===== config.mk =====
export PLATFORM = sky130hd
export DESIGN_NAME = hazard_ctrl_flat
export DESIGN_NICKNAME = d
export VERILOG_FILES = /design/src/rtl/hazard_ctrl_pkg.sv /design/src/rtl/hazard_ctrl_if.sv /design/src/rtl/hazard_ctrl_shadow.sv /design/src/rtl/hazard_ctrl.sv /design/src/flat_wrapper.sv
export SDC_FILE = /design/constraint.sdc
export NUM_CORES = 1
export LEC_CHECK = 0
export ABC_CLOCK_PERIOD_IN_PS = 4200
export CAP_MARGIN = 20
export CORE_MARGIN = 3
export CORE_UTILIZATION = 40
export DETAILED_ROUTE_END_ITERATION = 8
export GPL_TIMING_DRIVEN = 0
export HOLD_SLACK_MARGIN = 0.03
export PLACE_DENSITY = 0.67
export REMOVE_ABC_BUFFERS = 1
export SLEW_MARGIN = 10
export SYNTH_ARGS = -nofsm -noshare
export SYNTH_HDL_FRONTEND = slang
export SYNTH_SLANG_ARGS = --single-unit

===== constraint.sdc =====
create_clock -name clk -period 4.2 [get_ports clk]
set_clock_uncertainty 0.2 [all_clocks]
set_input_delay 1.26 -clock clk [delete_from_list [all_inputs] [get_ports clk]]
set_output_delay 1.26 -clock clk [all_outputs]
set_load 0.01 [all_outputs]

===== src/rtl/hazard_ctrl_pkg.sv =====
// rtl/hazard_ctrl_pkg.sv - shared RV32I opcode, writeback, forwarding and shadow slot definitions
package rv_pkg;

    localparam logic [6:0] OP_R     = 7'b0110011;
    localparam logic [6:0] OP_I     = 7'b0010011;
    localparam logic [6:0] OP_S     = 7'b0100011;
    localparam logic [6:0] OP_B     = 7'b1100011;
    localparam logic [6:0] OP_JAL   = 7'b1101111;
    localparam logic [6:0] OP_JALR  = 7'b1100111;
    localparam logic [6:0] OP_L     = 7'b0000011;
    localparam logic [6:0] OP_AUIPC = 7'b0010111;
    localparam logic [6:0] OP_LUI   = 7'b0110111;
    localparam logic [6:0] OP_NOP   = 7'b0000000;

    localparam logic [1:0] WB_ALU  = 2'b00;
    localparam logic [1:0] WB_LOAD = 2'b01;
    localparam logic [1:0] WB_LINK = 2'b11;

    localparam logic [1:0] FWD_RF = 2'b00;
    localparam logic [1:0] FWD_W  = 2'b01;
    localparam logic [1:0] FWD_M  = 2'b10;

    typedef struct packed {
        logic       valid;
        logic [4:0] rd;
        logic       we;
        logic       is_load;
    } slot_t;

    function automatic logic uses_rs1(input logic [6:0] op);
        case (op)
            OP_R, OP_I, OP_S, OP_B, OP_JALR, OP_L: return 1'b1;
            default:                               return 1'b0;
        endcase
    endfunction

    function automatic logic uses_rs2(input logic [6:0] op);
        case (op)
            OP_R, OP_S, OP_B: return 1'b1;
            default:          return 1'b0;
        endcase
    endfunction

    function automatic logic is_src(input slot_t s);
        return s.valid && s.we && (s.rd != 5'd0);
    endfunction

endpackage


===== src/rtl/hazard_ctrl_if.sv =====
// rtl/hazard_ctrl_if.sv - decoder-side inputs and pipeline control outputs of the hazard unit
interface hazard_ctrl_if #(parameter int CNT_W = 32);
    logic [6:0]       opcode_D;
    logic [4:0]       rs1_D;
    logic [4:0]       rs2_D;
    logic [4:0]       rd_D;
    logic             we_reg_D;
    logic [1:0]       wb_ctrl_D;
    logic             redirect_E;
    logic             mem_busy;
    logic             stall_F;
    logic             stall_D;
    logic             stall_E;
    logic             stall_M;
    logic             flush_D;
    logic             flush_E;
    logic [1:0]       fwd_a_E;
    logic [1:0]       fwd_b_E;
    logic [CNT_W-1:0] stall_cnt;
    logic [CNT_W-1:0] flush_cnt;

    modport master (
        output opcode_D, rs1_D, rs2_D, rd_D, we_reg_D, wb_ctrl_D, redirect_E, mem_busy,
        input  stall_F, stall_D, stall_E, stall_M, flush_D, flush_E,
        input  fwd_a_E, fwd_b_E, stall_cnt, flush_cnt
    );

    modport slave (
        input  opcode_D, rs1_D, rs2_D, rd_D, we_reg_D, wb_ctrl_D, redirect_E, mem_busy,
        output stall_F, stall_D, stall_E, stall_M, flush_D, flush_E,
        output fwd_a_E, fwd_b_E, stall_cnt, flush_cnt
    );
endinterface


===== src/rtl/hazard_ctrl_shadow.sv =====
// rtl/hazard_ctrl_shadow.sv - E/M/W destination shadow chain with advance, bubble and hold
module hz_shadow_pipe
    import rv_pkg::*;
(
    input  logic  clk,
    input  logic  rst,
    input  logic  advance,
    input  logic  bubble,
    input  slot_t d_entry,
    output slot_t slot_e,
    output slot_t slot_m,
    output slot_t slot_w
);

    always_ff @(posedge clk) begin
        if (rst) begin
            slot_e <= '0;
            slot_m <= '0;
            slot_w <= '0;
        end else if (advance) begin
            slot_w <= slot_m;
            slot_m <= slot_e;
            slot_e <= bubble ? '0 : d_entry;
        end
    end

endmodule


===== src/rtl/hazard_ctrl.sv =====
// rtl/hazard_ctrl.sv - load-use/redirect hazard detection, stall/flush control and forwarding selects
module hazard_ctrl
    import rv_pkg::*;
#(
    parameter int CNT_W = 32
) (
    input logic          clk,
    input logic          rst,
    hazard_ctrl_if.slave hz
);

    localparam logic [CNT_W-1:0] CNT_MAX = '1;

    slot_t d_entry, slot_e, slot_m, slot_w;
    logic  use1, use2, loaduse, bubble, advance;
    logic [1:0] fwd_a_nxt, fwd_b_nxt;

    // E beats M: the younger producer holds the most recent value
    function automatic logic [1:0] fwd_sel(input logic used, input logic [4:0] rs,
                                           input slot_t e, input slot_t m);
        if (used && is_src(e) && e.rd == rs) return FWD_M;
        if (used && is_src(m) && m.rd == rs) return FWD_W;
        return FWD_RF;
    endfunction

    always_comb begin
        d_entry.valid   = (hz.opcode_D != OP_NOP);
        d_entry.rd      = hz.rd_D;
        d_entry.we      = hz.we_reg_D;
        d_entry.is_load = (hz.wb_ctrl_D == WB_LOAD);
    end

    assign use1    = uses_rs1(hz.opcode_D);
    assign use2    = uses_rs2(hz.opcode_D);
    assign loaduse = slot_e.is_load && is_src(slot_e) &&
                     ((use1 && slot_e.rd == hz.rs1_D) || (use2 && slot_e.rd == hz.rs2_D));
    assign bubble  = hz.redirect_E || loaduse;
    assign advance = !hz.mem_busy;

    assign fwd_a_nxt = fwd_sel(use1, hz.rs1_D, slot_e, slot_m);
    assign fwd_b_nxt = fwd_sel(use2, hz.rs2_D, slot_e, slot_m);

    hz_shadow_pipe u_shadow (
        .clk     (clk),
        .rst     (rst),
        .advance (advance),
        .bubble  (bubble),
        .d_entry (d_entry),
        .slot_e  (slot_e),
        .slot_m  (slot_m),
        .slot_w  (slot_w)
    );

    always_comb begin
        hz.stall_F = 1'b0;
        hz.stall_D = 1'b0;
        hz.stall_E = 1'b0;
        hz.stall_M = 1'b0;
        hz.flush_D = 1'b0;
        hz.flush_E = 1'b0;
        if (rst) begin
            hz.flush_D = 1'b1;
            hz.flush_E = 1'b1;
        end else if (hz.mem_busy) begin
            hz.stall_F = 1'b1;
            hz.stall_D = 1'b1;
            hz.stall_E = 1'b1;
            hz.stall_M = 1'b1;
        end else if (hz.redirect_E) begin
            hz.flush_D = 1'b1;
            hz.flush_E = 1'b1;
        end else if (loaduse) begin
            hz.stall_F = 1'b1;
            hz.stall_D = 1'b1;
            hz.flush_E = 1'b1;
        end
    end

    always_ff @(posedge clk) begin
        if (rst) begin
            hz.fwd_a_E   <= FWD_RF;
            hz.fwd_b_E   <= FWD_RF;
            hz.stall_cnt <= '0;
            hz.flush_cnt <= '0;
        end else if (advance) begin
            hz.fwd_a_E <= bubble ? FWD_RF : fwd_a_nxt;
            hz.fwd_b_E <= bubble ? FWD_RF : fwd_b_nxt;
            if (hz.redirect_E) begin
                if (hz.flush_cnt != CNT_MAX) hz.flush_cnt <= hz.flush_cnt + 1'b1;
            end else if (loaduse) begin
                if (hz.stall_cnt != CNT_MAX) hz.stall_cnt <= hz.stall_cnt + 1'b1;
            end
        end
    end

endmodule


===== src/flat_wrapper.sv =====
// flat-port wrapper written by rule: the top's interface ports become plain ports
module hazard_ctrl_flat import rv_pkg::*;
#(
    parameter int CNT_W = 32
)
  (clk, rst, hz_opcode_D, hz_rs1_D, hz_rs2_D, hz_rd_D, hz_we_reg_D, hz_wb_ctrl_D, hz_redirect_E, hz_mem_busy, hz_stall_F, hz_stall_D, hz_stall_E, hz_stall_M, hz_flush_D, hz_flush_E, hz_fwd_a_E, hz_fwd_b_E, hz_stall_cnt, hz_flush_cnt);
  hazard_ctrl_if #(.CNT_W(CNT_W)) hz_i ();
  input logic clk;
  input logic rst;
  input wire logic [$bits(hz_i.opcode_D)-1:0] hz_opcode_D;
  input wire logic [$bits(hz_i.rs1_D)-1:0] hz_rs1_D;
  input wire logic [$bits(hz_i.rs2_D)-1:0] hz_rs2_D;
  input wire logic [$bits(hz_i.rd_D)-1:0] hz_rd_D;
  input wire logic [$bits(hz_i.we_reg_D)-1:0] hz_we_reg_D;
  input wire logic [$bits(hz_i.wb_ctrl_D)-1:0] hz_wb_ctrl_D;
  input wire logic [$bits(hz_i.redirect_E)-1:0] hz_redirect_E;
  input wire logic [$bits(hz_i.mem_busy)-1:0] hz_mem_busy;
  output wire logic [$bits(hz_i.stall_F)-1:0] hz_stall_F;
  output wire logic [$bits(hz_i.stall_D)-1:0] hz_stall_D;
  output wire logic [$bits(hz_i.stall_E)-1:0] hz_stall_E;
  output wire logic [$bits(hz_i.stall_M)-1:0] hz_stall_M;
  output wire logic [$bits(hz_i.flush_D)-1:0] hz_flush_D;
  output wire logic [$bits(hz_i.flush_E)-1:0] hz_flush_E;
  output wire logic [$bits(hz_i.fwd_a_E)-1:0] hz_fwd_a_E;
  output wire logic [$bits(hz_i.fwd_b_E)-1:0] hz_fwd_b_E;
  output wire logic [$bits(hz_i.stall_cnt)-1:0] hz_stall_cnt;
  output wire logic [$bits(hz_i.flush_cnt)-1:0] hz_flush_cnt;
  assign hz_i.opcode_D = hz_opcode_D;
  assign hz_i.rs1_D = hz_rs1_D;
  assign hz_i.rs2_D = hz_rs2_D;
  assign hz_i.rd_D = hz_rd_D;
  assign hz_i.we_reg_D = hz_we_reg_D;
  assign hz_i.wb_ctrl_D = hz_wb_ctrl_D;
  assign hz_i.redirect_E = hz_redirect_E;
  assign hz_i.mem_busy = hz_mem_busy;
  assign hz_stall_F = hz_i.stall_F;
  assign hz_stall_D = hz_i.stall_D;
  assign hz_stall_E = hz_i.stall_E;
  assign hz_stall_M = hz_i.stall_M;
  assign hz_flush_D = hz_i.flush_D;
  assign hz_flush_E = hz_i.flush_E;
  assign hz_fwd_a_E = hz_i.fwd_a_E;
  assign hz_fwd_b_E = hz_i.fwd_b_E;
  assign hz_stall_cnt = hz_i.stall_cnt;
  assign hz_flush_cnt = hz_i.flush_cnt;
  hazard_ctrl #(.CNT_W(CNT_W)) u_core (.clk(clk), .rst(rst), .hz(hz_i));
endmodule

## Yosys cells after proc, flatten, opt, wreduce, memory -nomap -nowiden

Index checks and enable logic that the tools add are counted.

| storage, ports and cells | value |
|---|---|
| bits in registers | 83 |
| input port bits | 29 |
| output and inout bits | 74 |
| word-level logic and storage cells | 84 |

| cells by class | value |
|---|---|
| add/subtract/negate cells | 2 |
| equal/unequal tests | 13 |
| muxes and demuxes | 31 |
| bitwise logic cells | 2 |
| reduce and logical (&&, ||, !) cells | 25 |

Operators with widths:

| cell | count |
|---|---|
| adder 32 x 1 -> 32 bit (second input constant) | 2 |
| inequality test 32 bit (second input constant) | 2 |
| equality test 5 bit | 4 |
| 2-to-1 mux 1 bit | 20 |
| 2-to-1 mux 2 bit | 10 |
| logical AND 1 bit | 16 |
| equality test 7 x 6 -> 1 bit (second input constant) | 2 |
| equality test 7 bit (second input constant) | 2 |
| nonzero test 5 bit | 2 |
| 2-to-1 mux 8 bit | 1 |
| equality test 7 x 2 -> 1 bit (second input constant) | 1 |
| equality test 7 x 5 -> 1 bit (second input constant) | 1 |
| nonzero test 7 bit | 1 |
| OR reduction 6 bit | 1 |
| AND reduction 4 bit | 1 |
| AND reduction 3 bit | 1 |
| OR reduction 3 bit | 1 |
| equality test 2 x 1 -> 1 bit (second input constant) | 1 |
| logical OR 1 bit | 2 |
| inverter 1 bit | 2 |

## Depth between registers and ports, before layout

| depth | value |
|---|---|
| depth in word-level cells | 10 |
| gate-level depth with buffers | 8 |
| mapped depth without buffers | 7 |

## Cells and area by module

Synthesis repeated with hierarchy kept, for this count alone.

| unflattened totals | value |
|---|---|
| cell total of the unflattened synthesis | 559 |
| area, all modules | 4778.3 µm² |

Modules (own cells, without submodules):

| module | times used | cells each | area an instance (µm²) | seq. area each (µm²) |
|---|---|---|---|---|
| hazard_ctrl | 1 | 473 | 3867.5 | 1361.3 |
| hz_shadow_pipe | 1 | 86 | 910.9 | 480.5 |

## Worst setup path before layout

No wires, ideal clock.

| path | value |
|---|---|
| path kind | input port to output port |
| start | in hz_opcode_D[3] |
| end | out hz_stall_F |
| data arrival time | 2893 ps |
| data required time | 2740 ps |
| slack | -153 ps |
| cell stages on the path | 6 |
| buffers on the path | 1 |
| cells stage by stage | nand3b_4 a2111o_1 nor4_4 o21bai_1 o31ai_1 buf_4 |

| on the way | value |
|---|---|
| cells in the longest elaborated chain, start to end | 10 |
| elaborated cells between the ends (all ways) | 18 |
| those cells by class | eq/ne: 6; mux: 6; reduce/logical: 6 |

Ends and longest elaborated chain:

| element | line | text |
|---|---|---|
| start, declared | flat_wrapper.sv:10 | `input wire logic [$bits(hz_i.opcode_D)-1:0] hz_opcode_D;` |
| equality test 7 x 5 -> 1 bit, or another cell as far along | hazard_ctrl_pkg.sv:31 | `case (op)` |
| OR reduction 6 bit or OR reduction 3 bit (tied branches) | hazard_ctrl_pkg.sv:31, hazard_ctrl_pkg.sv:38 |  |
| 2-to-1 mux 1 bit (on tied branches) | hazard_ctrl_pkg.sv:31, hazard_ctrl_pkg.sv:38 |  |
| logical AND 1 bit | hazard_ctrl.sv:36 | `((use1 && slot_e.rd == hz.rs1_D) \|\| (use2 && slot_e.rd == hz.rs2_D));` |
| logical OR 1 bit * | hazard_ctrl.sv:36 |  |
| logical AND 1 bit * | hazard_ctrl.sv:35 | `assign loaduse = slot_e.is_load && is_src(slot_e) &&` |
| 2-to-1 mux 1 bit * (4 in series) | -- |  |
| end, declared | flat_wrapper.sv:18 | `output wire logic [$bits(hz_i.stall_F)-1:0] hz_stall_F;` |

Mark *: on every way between the ends. The rest lies on a longest branch, timed or not.

## Worst setup path after layout

| path | value |
|---|---|
| start | in hz_opcode_D[3] |
| end | out hz_flush_E |

| on the way | value |
|---|---|
| cells in the longest elaborated chain, start to end | 10 |
| elaborated cells between the ends (all ways) | 18 |
| those cells by class | eq/ne: 6; mux: 6; reduce/logical: 6 |

Ends and longest elaborated chain:

| element | line | text |
|---|---|---|
| equality test 7 x 5 -> 1 bit, or another cell as far along | hazard_ctrl_pkg.sv:31 |  |
| OR reduction 6 bit or OR reduction 3 bit (tied branches) | hazard_ctrl_pkg.sv:31, hazard_ctrl_pkg.sv:38 |  |
| 2-to-1 mux 1 bit (on tied branches) | hazard_ctrl_pkg.sv:31, hazard_ctrl_pkg.sv:38 |  |
| logical AND 1 bit | hazard_ctrl.sv:36 |  |
| logical OR 1 bit * | hazard_ctrl.sv:36 |  |
| logical AND 1 bit * | hazard_ctrl.sv:35 |  |
| 2-to-1 mux 1 bit * | hazard_ctrl.sv:72 | `end else if (loaduse) begin` |
| 2-to-1 mux 1 bit * | hazard_ctrl.sv:69 | `end else if (hz.redirect_E) begin` |
| 2-to-1 mux 1 bit * | hazard_ctrl.sv:64 | `end else if (hz.mem_busy) begin` |
| 2-to-1 mux 1 bit * | hazard_ctrl.sv:61 | `if (rst) begin` |
| end, declared | flat_wrapper.sv:23 | `output wire logic [$bits(hz_i.flush_E)-1:0] hz_flush_E;` |

Marks and branches as above.

==> metrics list <==
- During synthesis, Yosys emitted a total of 0 warnings.
* Nature of the critical path endpoint: primary output
* Dominant cell type by count on the critical path: buf_6
- Remaining antenna violation count: 0
* Total Die Area: 12200 um^2
* Inserted Clock Buffers: 9
- The worst setup path is launched from an input port.
* Final Wtd Congestion: 0.841
- Proportion of register bits with asynchronous set or reset after synthesis: 0%
* Setup Crit Path Kind: input port to primary output
* Via Count: 4388
- Run status: finished with violations
* Buf/Inv on CP: 3
* Slew @ Worst Pin: 0.968 ns
- Final count of hold timing violations: 0
- Summed instance area of the synthesized netlist: 4370 um^2
- Post-route worst hold slack: 0.287 ns
- For this run, the share of the core covered by cells in the final layout is 56.0%.
- Count of pins on the block boundary: 103
- Tot GR Track Use: 18.9%
* Clock edge transition at the registers on the reported setup and hold paths: 0.08 ns
- 0 antenna diodes ended up in the layout.
* IO buf count: 102
- Dominant combinational cell family by area after synthesis: simple AND/OR/NAND/NOR gates
* Number of synthesized flops with an enable pin: 0
- For this configuration, the core starts out at a cell density of 41.7%.
- Met1 GRT Util: 24.5%
- The signal on the critical path passes through buf_6, nand3b_4, a2111o_1, buf_6, nor4_4, nor2_2, o21bai_2, o21a_1, buf_2.
- Max-cap check violation count: 0
- The synthesized netlist devotes 33.1% of its cell area to simple gates.
* Multi-input combinational cell area: 2630 um^2
* Fin. max-slew vios: 0
- Number of distinct library cells after synthesis: 52
- In the final routed layout, each cell accounts on average for 15.3 um.
* Vias per inst: 5.65
- The first routing iteration left 295 violations.
- Total of fill cells in the finished design: 991
* DPL Wire Length: 8.43 mm
- In this run the mean area of a mapped cell was 8.29 um^2.
- For this run, design rule violations remaining after detail routing come to 0.
* Maximum fanout along the worst path: 3
- Cell type group with the largest total delay on the critical path: compound AO/OA/AOI/OAI gates
* Total Wirelength: 11.9 mm
- For this run the aggregate overflow at the end of global routing stands at 0.
- Terminus of the critical flop-to-flop path: u_core.hz.stall_cnt[14]$_SDFFE_PP0P_
- The worst pin sits at a relative slew slack of 35.2%.
* CP required: 2.74 ns
* Clock tree from TritonCTS: built
- Max Freq: 0.237 GHz
- Share of the synthesized netlist area taken by xor and xnor gates: 9.62%
* Row count: 37
- The area growth from synthesis to layout is 34.1%.
- Setup total negative slack on the finished layout was measured at -0.0122 ns.
* CTS Hold Bufs: 0
- Root Driver: clkbuf_8
* Worst Reg-to-Reg Cells: 7
- Counting along the longest clock path gives a buffer depth of 2.
* Complex-gate fraction of the synthesized area: 11.8%
- Leakage Power: 1.97 nW
* Clk sinks: 83
* Startpoint of the lowest-slack register-to-register path: u_core.hz.stall_cnt[6]$_SDFFE_PP0P_
- Global routing consumed, on the met2 layer, 31.2% of the routing resources.
- Setup slack on the critical path of the routed design comes to -0.0122 ns.
- Setup repair after global routing could not meet its margin everywhere.
* Number of antenna violations at the first check in global routing: 0
- The number of global-route vias before repair came to 4165.
- After technology mapping, the gate count stands at 527.
- Along the worst hold path, the cell count comes to 2.
- Later-pin clock latency in the skew report: 0.34 ns
- Subtracting the final worst setup slack from the clock period gives 4.21 ns.
- In this run the most used layer during global routing was met2.
- Worst stage delay on the critical path: 0.36 ns
- In the global route stage, met3 resource usage came out at 3.62%.
- Adder-Cell Fraction of Synth Area: 0.573%
- Power Dens Cells: 259 nW/um^2
- Once layout is done, the placed cells without fillers occupy 5860 um^2.
* Placed Area: 5460 um^2
- Measured along the y axis, the die boundary spans 111 um.
- The min-delay analysis places its worst path in the category flop to flop.
* Startpoint of the most critical hold path: u_core.hz.fwd_a_E[0]$_SDFFE_PP0N_
* Synth Register Bits: 83
- Detailed Routing Iterations Pass 1: 4
- Failing checks: setup timing
- Max VDD drop: 0.179 mV
* Arrival time at the worst endpoint: 2.75 ns
* Count of placed standard cells in the final layout, fillers left out: 776
* Primary flip-flop cell chosen by synthesis mapping: dfxtp_1
- Sequential element share of the synthesized area: 38.0%
* Fin crit share: 100%
* Slowest cell on crit path: a2111o_1
* Logic depth of the worst setup path including buffers: 9
* Placed cell count: 741
- Area taken by flip-flops and latches: 1660 um^2
- The worst hold path terminates at u_core.hz.fwd_a_E[0]$_SDFFE_PP0N_.
- CTS built an H-tree with a depth of 3.
- Area of the core region: 10500 um^2
- Cells with a size suffix above 1 make up 11.4% of the layout.
- Entering global routing, the biggest net connects 86 pins.
* Share of synthesized area spent on multiplexers: 3.41%
- Wire length of the first global-routing pass: 19.7 mm
- Worst-case register-to-register setup slack: 1.19 ns
* Final net count: 666
- Horiz. Die Dim: 111 um
* Final setup violating endpoints: 1
==> report_power, final <==
part / leakage, nW / internal, W / switching (W)
clock: 0.103 / 0.000334 / 0.000279
sequential: 0.670 / 0.000792 / 0.00000841
combinational: 1.19 / 0.0000526 / 0.0000541
==> repair_timing <==
item	in CTS	in global routing
pin swaps	14	7
setup buffers	9	9
setup endpoints to repair	6	6
gates resized for setup	67	11
==> stage by stage <==
stage	setup slack, ns	total power (W)
2_1_floorplan	-0.106	0.000855
3_3_place_gp	-2.28	0.000919
3_5_place_dp	-1.09	0.000919
4_1_cts	-0.0760	0.00153
5_1_grt	-0.0387	0.00158
6_report	-0.0122	0.00152
==> kinds of logic after synthesis <==
group / after synthesis
buf+inv: 36
flops: 83
mux: 14
fa+ha+maj: 2
compound gates: 83
simple gates: 261
xor+xnor: 48
==> registers in the layout (all words and copies together), names as in the netlist <==
register / count
u_core.hz.flush_cnt: 32
u_core.hz.stall_cnt: 32
u_core.hz.fwd_b_E: 2
u_core.u_shadow.slot_e: 8
u_core.u_shadow.slot_m: 7
u_core.hz.fwd_a_E: 2
==> worst max-delay path by stage <==
stage,to,from
floorplan,hz_stall_D,hz_opcode_D[3]
global placement,hz_stall_M,rst
detailed placement,hz_flush_E,hz_opcode_D[1]
CTS,hz_stall_D,hz_opcode_D[3]
global route,hz_flush_E,hz_opcode_D[3]
finish,hz_flush_E,hz_opcode_D[3]
==> synth_stat cells (2+ instances only) <==
cell type / instances / share of area [%]
a211oi_1: 3 / 0.52
a21oi_1: 29 / 3.3
a22o_1: 6 / 1.2
and2_1: 4 / 0.57
and3_1: 7 / 1.0
and4_1: 8 / 1.6
buf_1: 3 / 0.26
buf_2: 2 / 0.23
buf_4: 2 / 0.34
clkbuf_1: 16 / 1.4
dfxtp_1: 83 / 38
ha_1: 2 / 0.57
inv_1: 12 / 1.0
mux2_1: 3 / 0.77
mux2_2: 4 / 1.0
mux2i_1: 7 / 1.6
nand2_1: 35 / 3.0
nand3_1: 31 / 3.6
nand3b_1: 2 / 0.34
nand4_1: 34 / 4.9
nor2_1: 61 / 5.2
nor2b_1: 7 / 1.0
nor3_1: 12 / 1.4
nor3_2: 3 / 0.69
nor3b_1: 2 / 0.34
nor4_1: 14 / 2.0
o21ai_0: 24 / 2.8
o21bai_1: 2 / 0.34
o31ai_1: 8 / 1.4
o41ai_1: 3 / 0.60
or2_2: 3 / 0.43
or3_1: 19 / 2.7
or4_1: 10 / 1.7
or4b_1: 2 / 0.46
xnor2_1: 26 / 5.2
xor2_1: 22 / 4.4
==> cells in the final DEF (no fill, tap or decap), types with 4 or more instances in the layout <==
cell type        synthesis  final
or3_1                   19     19
nand2_1                 35     33
xnor2_1                 26     24
clkbuf_8                 0      9
a22o_1                   6      6
nor4_1                  14     14
nand4_1                 34     34
buf_2                    2      5
or4_1                   10     10
inv_1                   12     11
and2_1                   4      4
nor3_1                  12     12
nand3_1                 31     31
o31ai_1                  8      7
a21oi_1                 29     28
mux2i_1                  7      7
dfxtp_1                 83     83
nor2_1                  61     59
xor2_1                  22     21
buf_6                    1      5
nor2b_1                  7      7
and3_1                   7      7
mux2_2                   4      4
and4_1                   8      7
o21ai_0                 24     24
clkdlybuf4s50_1          0     79
buf_4                    2     17
dlygate4sd2_1            0     10
==> per-layer routing <==
metal | up-vias | part of all wire [%]
li1 | 2145 | -
met1 | 2094 | 45
met2 | 136 | 48
met3 | 13 | 5.8
met4 | 0 | 1.1
met5 | - | 0
==> worst reg2reg max path, stage by stage, from the launching register on <==
cell	delay, ns
dfxtp_1	0.48
nand4_1	0.24
nor3_2	0.54
nand3_1	0.38
nor3_2	0.34
buf_4	0.28
nor3_1	0.08
mux2_1	0.35
==> layout make-up <==
cell class                 count  share of cell area [%]
sequential                    83                    28.4
multi-input combinational    408                    44.9
clock buffer                  11                    2.24
timing repair buffer         121                    19.5
tap                          136                    2.91
clock inverter                 5                    1.32
inverter                      12                   0.833
No activity file was read; power rests on OpenSTA's default activity.
